File: src/rtl/sorter_median_net.sv
// sorter_median_net
//   Pipelined odd-even transposition sorter. N lanes of WIDTH-bit unsigned
//   samples pass through N register stages. Stage s compare-exchanges the
//   lane pairs (i, i+1) whose index i has the same parity as s. The whole
//   pipeline advances together whenever the output is empty or being taken.
//
// Ports
//   clk         rising-edge clock
//   rst_n       synchronous active-low reset, clears every stage
//   in_valid    input vector present
//   in_ready    pipeline advances this cycle (equals the advance signal)
//   in_desc     per-vector mode: 0 ascending, 1 descending
//   in_data     N lanes, lane k = in_data[k*WIDTH +: WIDTH]
//   out_valid   sorted vector present
//   out_ready   downstream accepts the output
//   out_data    sorted lanes, same packing as in_data
//   out_median  lane (N-1)/2 of out_data
//   out_desc    mode bit that travelled with out_data
module sorter_median_net #(
  parameter int WIDTH = 8,
  parameter int N     = 9
) (
  input  logic               clk,
  input  logic               rst_n,
  input  logic               in_valid,
  output logic               in_ready,
  input  logic               in_desc,
  input  logic [N*WIDTH-1:0] in_data,
  output logic               out_valid,
  input  logic               out_ready,
  output logic [N*WIDTH-1:0] out_data,
  output logic [WIDTH-1:0]   out_median,
  output logic               out_desc
);

  localparam int MID = (N - 1) / 2;

  generate
    if (N < 3 || N > 15 || (N % 2) == 0) begin : g_bad_n
      $error("sorter_median_net: N must be odd and within 3..15");
    end
  endgenerate

  // One network stage: compare-exchange every pair (i, i+1) with i of the
  // given parity. Equal samples never swap, which keeps the sort stable.
  function automatic logic [N*WIDTH-1:0] cx_stage(
    input logic [N*WIDTH-1:0] v,
    input logic               desc,
    input int                 parity
  );
    logic [N*WIDTH-1:0] r;
    logic [WIDTH-1:0]   a;
    logic [WIDTH-1:0]   b;
    r = v;
    for (int i = 0; i + 1 < N; i++) begin
      if ((i % 2) == parity) begin
        a = v[i*WIDTH +: WIDTH];
        b = v[(i+1)*WIDTH +: WIDTH];
        if (desc ? (a < b) : (a > b)) begin
          r[i*WIDTH +: WIDTH]     = b;
          r[(i+1)*WIDTH +: WIDTH] = a;
        end
      end
    end
    return r;
  endfunction

  logic [N*WIDTH-1:0] data_q   [N];
  logic [N*WIDTH-1:0] data_d   [N];
  logic [N*WIDTH-1:0] src_data [N];
  logic [N-1:0]       valid_q, valid_d, src_valid;
  logic [N-1:0]       desc_q,  desc_d,  src_desc;
  logic               adv;

  // Global advance: no per-stage bubble collapse, the pipeline moves or
  // holds as a unit.
  assign adv      = !valid_q[N-1] || out_ready;
  assign in_ready = adv;

  // NOTE: every variable written here gets a value on every path (defaults
  // first, then overrides), so no latch can be inferred.
  always_comb begin
    src_data[0]  = in_data;
    src_valid[0] = in_valid;
    src_desc[0]  = in_desc;
    for (int s = 1; s < N; s++) begin
      src_data[s]  = data_q[s-1];
      src_valid[s] = valid_q[s-1];
      src_desc[s]  = desc_q[s-1];
    end
    for (int s = 0; s < N; s++) begin
      data_d[s]  = data_q[s];
      valid_d[s] = valid_q[s];
      desc_d[s]  = desc_q[s];
      if (adv) begin
        // Each stage sorts with the mode bit of the vector it holds, so
        // vectors of different modes never interact.
        data_d[s]  = cx_stage(src_data[s], src_desc[s], s % 2);
        valid_d[s] = src_valid[s];
        desc_d[s]  = src_desc[s];
      end
    end
  end

  // NOTE: state registers use non-blocking assignments so every stage
  // samples its predecessor's pre-edge value. The data registers are reset
  // too (not only the valid bits) so the output reads all-zero after reset.
  always_ff @(posedge clk) begin
    if (!rst_n) begin
      for (int s = 0; s < N; s++) begin
        data_q[s] <= '0;
      end
      valid_q <= '0;
      desc_q  <= '0;
    end else begin
      for (int s = 0; s < N; s++) begin
        data_q[s] <= data_d[s];
      end
      valid_q <= valid_d;
      desc_q  <= desc_d;
    end
  end

  assign out_valid  = valid_q[N-1];
  assign out_data   = data_q[N-1];
  assign out_desc   = desc_q[N-1];
  assign out_median = data_q[N-1][MID*WIDTH +: WIDTH];

endmodule

File: config.mk
export PLATFORM = sky130hd
export DESIGN_NAME = sorter_median_net
export DESIGN_NICKNAME = d
export VERILOG_FILES = /design/src/rtl/sorter_median_net.sv
export SDC_FILE = /design/constraint.sdc
export NUM_CORES = 2
export LEC_CHECK = 0
export ABC_CLOCK_PERIOD_IN_PS = 3490
export CORE_ASPECT_RATIO = 2
export CORE_MARGIN = 5
export CORE_UTILIZATION = 35
export DETAILED_ROUTE_END_ITERATION = 10
export PLACE_DENSITY = 0.52
export SLEW_MARGIN = 25
export SYNTH_ARGS = -nofsm -noshare
export SYNTH_HDL_FRONTEND = slang
export SYNTH_SLANG_ARGS = --single-unit
File: constraint.sdc
create_clock -name clk -period 3.49 [get_ports clk]
set_input_delay 0.698 -clock clk [delete_from_list [all_inputs] [get_ports clk]]
set_output_delay 0.698 -clock clk [all_outputs]
set_load 0.005 [all_outputs]
Word level (Yosys, flattened, before mapping)
Memories as Yosys holds them, arrays and structs flattened.
Index checks and enable logic that the tools add are counted.
{ "word_totals": {"ram_bits": 648, "inputBits": 77, "output_inout_bits": 83, "memories": 1, "wordCells": 178, "regBits": 18} }
{ "memory_table": {"columns": ["name", "depth", "width", "rd", "rd_clocked_by_memory_dff", "wr", "line", "source"], "rows": [
  ["data_q", 9, 72, 9, 0, 9, "68", "logic [N*WIDTH-1:0] data_q [N];"]
]} }
{ "classes": {"bitwise_logic": 9, "reduce_logical": 2, "n_lt_le_gt_ge": 72, "n_mux": 92} }
{ "op_table": {"columns": ["op", "count"], "rows": [
  ["2-to-1 mux 72 bit", 18],
  ["2-to-1 mux 16 bit", 36],
  ["> comparator 8 bit", 36],
  ["less-than comparator 8 bit", 36],
  ["2-to-1 mux 1 bit", 38],
  ["bitwise OR 1 bit", 9],
  ["zero test 1 bit", 1],
  ["logical OR 1 bit", 1]
]} }

Logic depth before layout (Yosys ltp)
{ "depth": {"word_depth": 5, "ltp_mapped": 8} }

Worst setup path before layout
No wires, ideal clock.
{ "synth_path": {"path_type": "input to register", "startpoint": "input in_data[31]", "endpoint": "memory data_q[0][22] (netlist bit)", "path_buffers": 1, "cell_stages": 8, "slack_ps": 926, "required_ps": 3418, "arrival_time_ps": 2493, "setup_ps": 72, "path_cell_list": "inv_1 > ha_1 > and3_4 > a221oi_4 > nor3_2 > a311oi_4 > buf_8 > mux2i_1"} }
{ "synth_rtl": {"columns": ["item", "line", "source"], "rows": [
  ["from (decl)", "28", "input logic [N*WIDTH-1:0] in_data,"],
  ["to (decl)", "68", null]
]} }

Worst setup path in the final report
{ "layout_path": {"startpoint": "input out_ready", "endpoint": "output in_ready"} }
{ "layout_between": {"elab_chain_len": 1} }
{ "layout_rtl": {"columns": ["item", "line", "source"], "rows": [
  ["from (decl)", "30", "input logic out_ready,"],
  ["logical OR 1 bit", "77", "assign adv = !valid_q[N-1] || out_ready;"],
  ["to (decl)", "26", "output logic in_ready,"]
]} }
No other way between the ends.

==> impl_metrics.csv <==
group,metric,value,unit
routing,num_vias,33980,
pwr,clkPwrFrac,31.3,%
synth,synth_compound_area_share,32.72,%
synth,yosys_warnings,0,
synth,yosys.area.top_type,"dfxtp_1",
synth,synth_seq_cells,666,
critical_path,cp_num_buf_inv,3,
routing,routed_wl,122700,µm
pwr,pwr-share-comb,31.8,%
run_status,outcome,"completed",
final_layout,final_layout_size_suffix_gt1_share,6.196,%
clocking,holdBufCountCts,0,
timing,slew_violations,0,
clocking,cts_setup_buffers,0,
clocking,path_clk_slew,0.05,ns
final_layout,nNetsFinal,5026,
pwr,power_switching,8.370,mW
routing,via_per_inst,5.435,
clocking,cts_buffer_depth,3,
place,hpwl,91070,µm
floorplanning,die_h,497.7,µm
floorplanning,die_w,253.8,µm
critical_path,end_kind,"output pin",
routing,drtAntennaViolNets,0,
clocking,cts_buffers,72,
pwr,power_frac_seq,36.9,%
global_routing,grt_pass1_wl,190900,µm
min_path,hp-class,"reg2reg",
timing,fmaxAchievable,371.8,MHz
timing,rsz0062_at_grt,"false",
synth,synth_area,0.04162,mm²
synth,seq_area_frac_synth,32.03,%
routing,wl_per_cell,19.62,µm
floorplanning,start_util,35.13,%
critical_path,start_kind,"input pin",
final_layout,syn_to_final_growth,10.97,%
critical_path,cp-startpoint,"out_ready",
floorplanning,core_area,0.1185,mm²
critical_path,worstPathRequired,2.79,ns
global_routing,grt.total_usage,18.76,%
synth,synth_nets,5116,
floorplanning,die_area,0.1263,mm²
clocking,clockRootBuffer,"clkbuf_16",
floorplanning,row_count,179,
synth,synth-simple-area-share,4.975,%
routing,drcViolationCount,0,
critical_path,worstPathMaxFanout,18,
pwr,power_density,531.2,mW/mm²
min_path,hold_start,"valid_q[4]$_SDFFE_PN0P_",
global_routing,antenna_found_initial,1,
synth,synth_top_area_share,32.03,%
critical_path,max_stage_delay,0.46,ns
place,place_area,0.04391,mm²
clocking,h-tree-depth,3,
timing,worst_slack,0.8001,ns
clocking,clock_latency,0.65,ns
synth,synth_top_family_by_area,"compound AO/OA/AOI/OAI gates",
synth,netlist_instances,4751,
global_routing,grt_max_degree,192,
pwr,internal_power,16.16,mW
synth,synthTopCellsByCount,"o21ai_0 (1176), dfxtp_1 (666), mux2i_1 (576)",
synth,muxShareOfSynthArea,13.85,%
critical_path,r2r_slack,0.83,ns
pwr,sw_frac_of_total,34.11,%
final_layout,utilization,38.98,%
clocking,clock-sinks,666,
global_routing,gr-total-overflow,0,
synth,syn_avg_cell_area,8.761,µm²
synth,synth-edff-count,0,
critical_path,path_cells,"clkdlybuf4s50_1 > nor2b_4 > inv_8 > clkdlybuf4s50_1",
timing,fin_skew,0.02674,ns
critical_path,regToRegStartpoint,"data_q[0][215]$_SDFFE_PN0P_",
critical_path,cpMostUsedCell,"clkdlybuf4s50_1",
global_routing,first_global_vias,32800,
routing,dr.first_iter.drc_count,1969,
timing,min_period,2.690,ns
place,port_buffers,159,
synth,synthArstFlopShare,0,%
synth,synth_cell_types,32,
timing,period_share,77.07,%
floorplanning,io-pin-count,160,
synth,synthAdderAreaFrac,8.657,%
final_layout,final_cell_area,0.04619,mm²
pwr,p_leak,18.88,nW
synth,synthTopCellsByArea,"dfxtp_1 (32%), o21ai_0 (14%), mux2i_1 (14%)",
timing,timing.slew.headroom,48.95,%
timing,hold_viol,0,
place,dp_slack,0.3204,ns
critical_path,crit_family,"buffers and inverters",
timing,fin_setup_tns,0,ns
synth,ys.flop_type,"dfxtp_1",
critical_path,arrival,1.99,ns
clocking,cts_tree,"yes",
clocking,cts_resized,0,
synth,synth_xor_area_share,0,%
place,place_congestion,0.8528,
routing,drt-pass1-iter-count,6,
timing,worstMarginPinSlew,0.7658,ns
critical_path,cp_slowest_cell,"clkdlybuf4s50_1",
pwr,irDropWorstVdd,451.8,µV
synth,yosysMostFrequentCell,"o21ai_0",
job,drv_cap,0,
critical_path,path_class,"in2out",
timing,setup_viol,0,
==> metrics by stage <==
step / hold slack, ns / std cells / power, mW
2_1_floorplan: 0.4406 / 4751 / 15.17
3_3_place_gp: 0.4492 / 6125 / 16.87
3_5_place_dp: 0.4558 / 6125 / 17.06
4_1_cts: 0.4166 / 6251 / 24.83
5_1_grt: 0.4484 / 6251 / 25.78
6_report: 0.4622 / 6253 / 24.53
==> worst min-delay path, delay by kind of cell (launching register included) <==
family,cells,cell delay (ns)
and+or+nand+nor,1,0.05
AOI/OAI and AO/OA,1,0.06
DFF,1,0.31
==> logic make-up after synthesis <==
kind of cell	Yosys count
AOI/OAI and AO/OA	2110
buffers and inverters	704
DFF	666
muxes	576
and+or+nand+nor	407
adders and majority gates	288
==> metal layers <==
layer  part of all wire, %  track usage, %
met1                    41           21.80
met2                    51           34.14
met3                   2.5           1.921
met4                   5.2           8.816
met5                     0               0
==> state kept, by name, summed over array words and instances, names as in the netlist <==
register  count
valid_q       9
data_q      648
desc_q        9
==> power by group through the flow <==
stage | combinational, mW | clock, mW | sequential, mW
final | 7.81 | 7.68 | 9.05
after global routing | 8.48 | 8.19 | 9.11
after CTS | 7.84 | 7.92 | 9.07
after detailed placement | 7.82 | 0 | 9.24
after global placement | 7.63 | 0 | 9.23
after floorplan | 6.46 | 0 | 8.71
==> path summary, 6_finish.rpt <==
kind,end,cells after the start
min,valid_q[4]$_SDFFE_PN0P_,2
min reg2reg,valid_q[4]$_SDFFE_PN0P_,2
max reg2reg,data_q[0][275]$_SDFFE_PN0P_,8
max,in_ready,4
==> cell usage in the layout, fill, tap and decap left out, types with 28 or more instances in the layout <==
master	instances
a21boi_0	313
o211ai_1	36
a211oi_1	36
inv_1	293
nand2_1	210
clkbuf_16	74
nor2_1	28
a21oi_1	68
o21a_1	353
nor2b_1	36
o21ai_0	1176
buf_4	68
ha_1	288
mux2i_1	576
dfxtp_1	666
clkdlybuf4s50_1	158
a21o_1	56
nand4_1	72
==> layout make-up <==
cell class	count	area, µm²
Antenna cell	2	5.005
Clock buffer	107	2106
Clock inverter	19	168.9
Fill cell	11930	72290
Inverter	295	1115
Multi-Input combinational cell	3381	25070
Sequential cell	666	13330
Tap cell	1538	1924
Timing Repair Buffer	245	2467
Power figures use the tool's default switching activity.
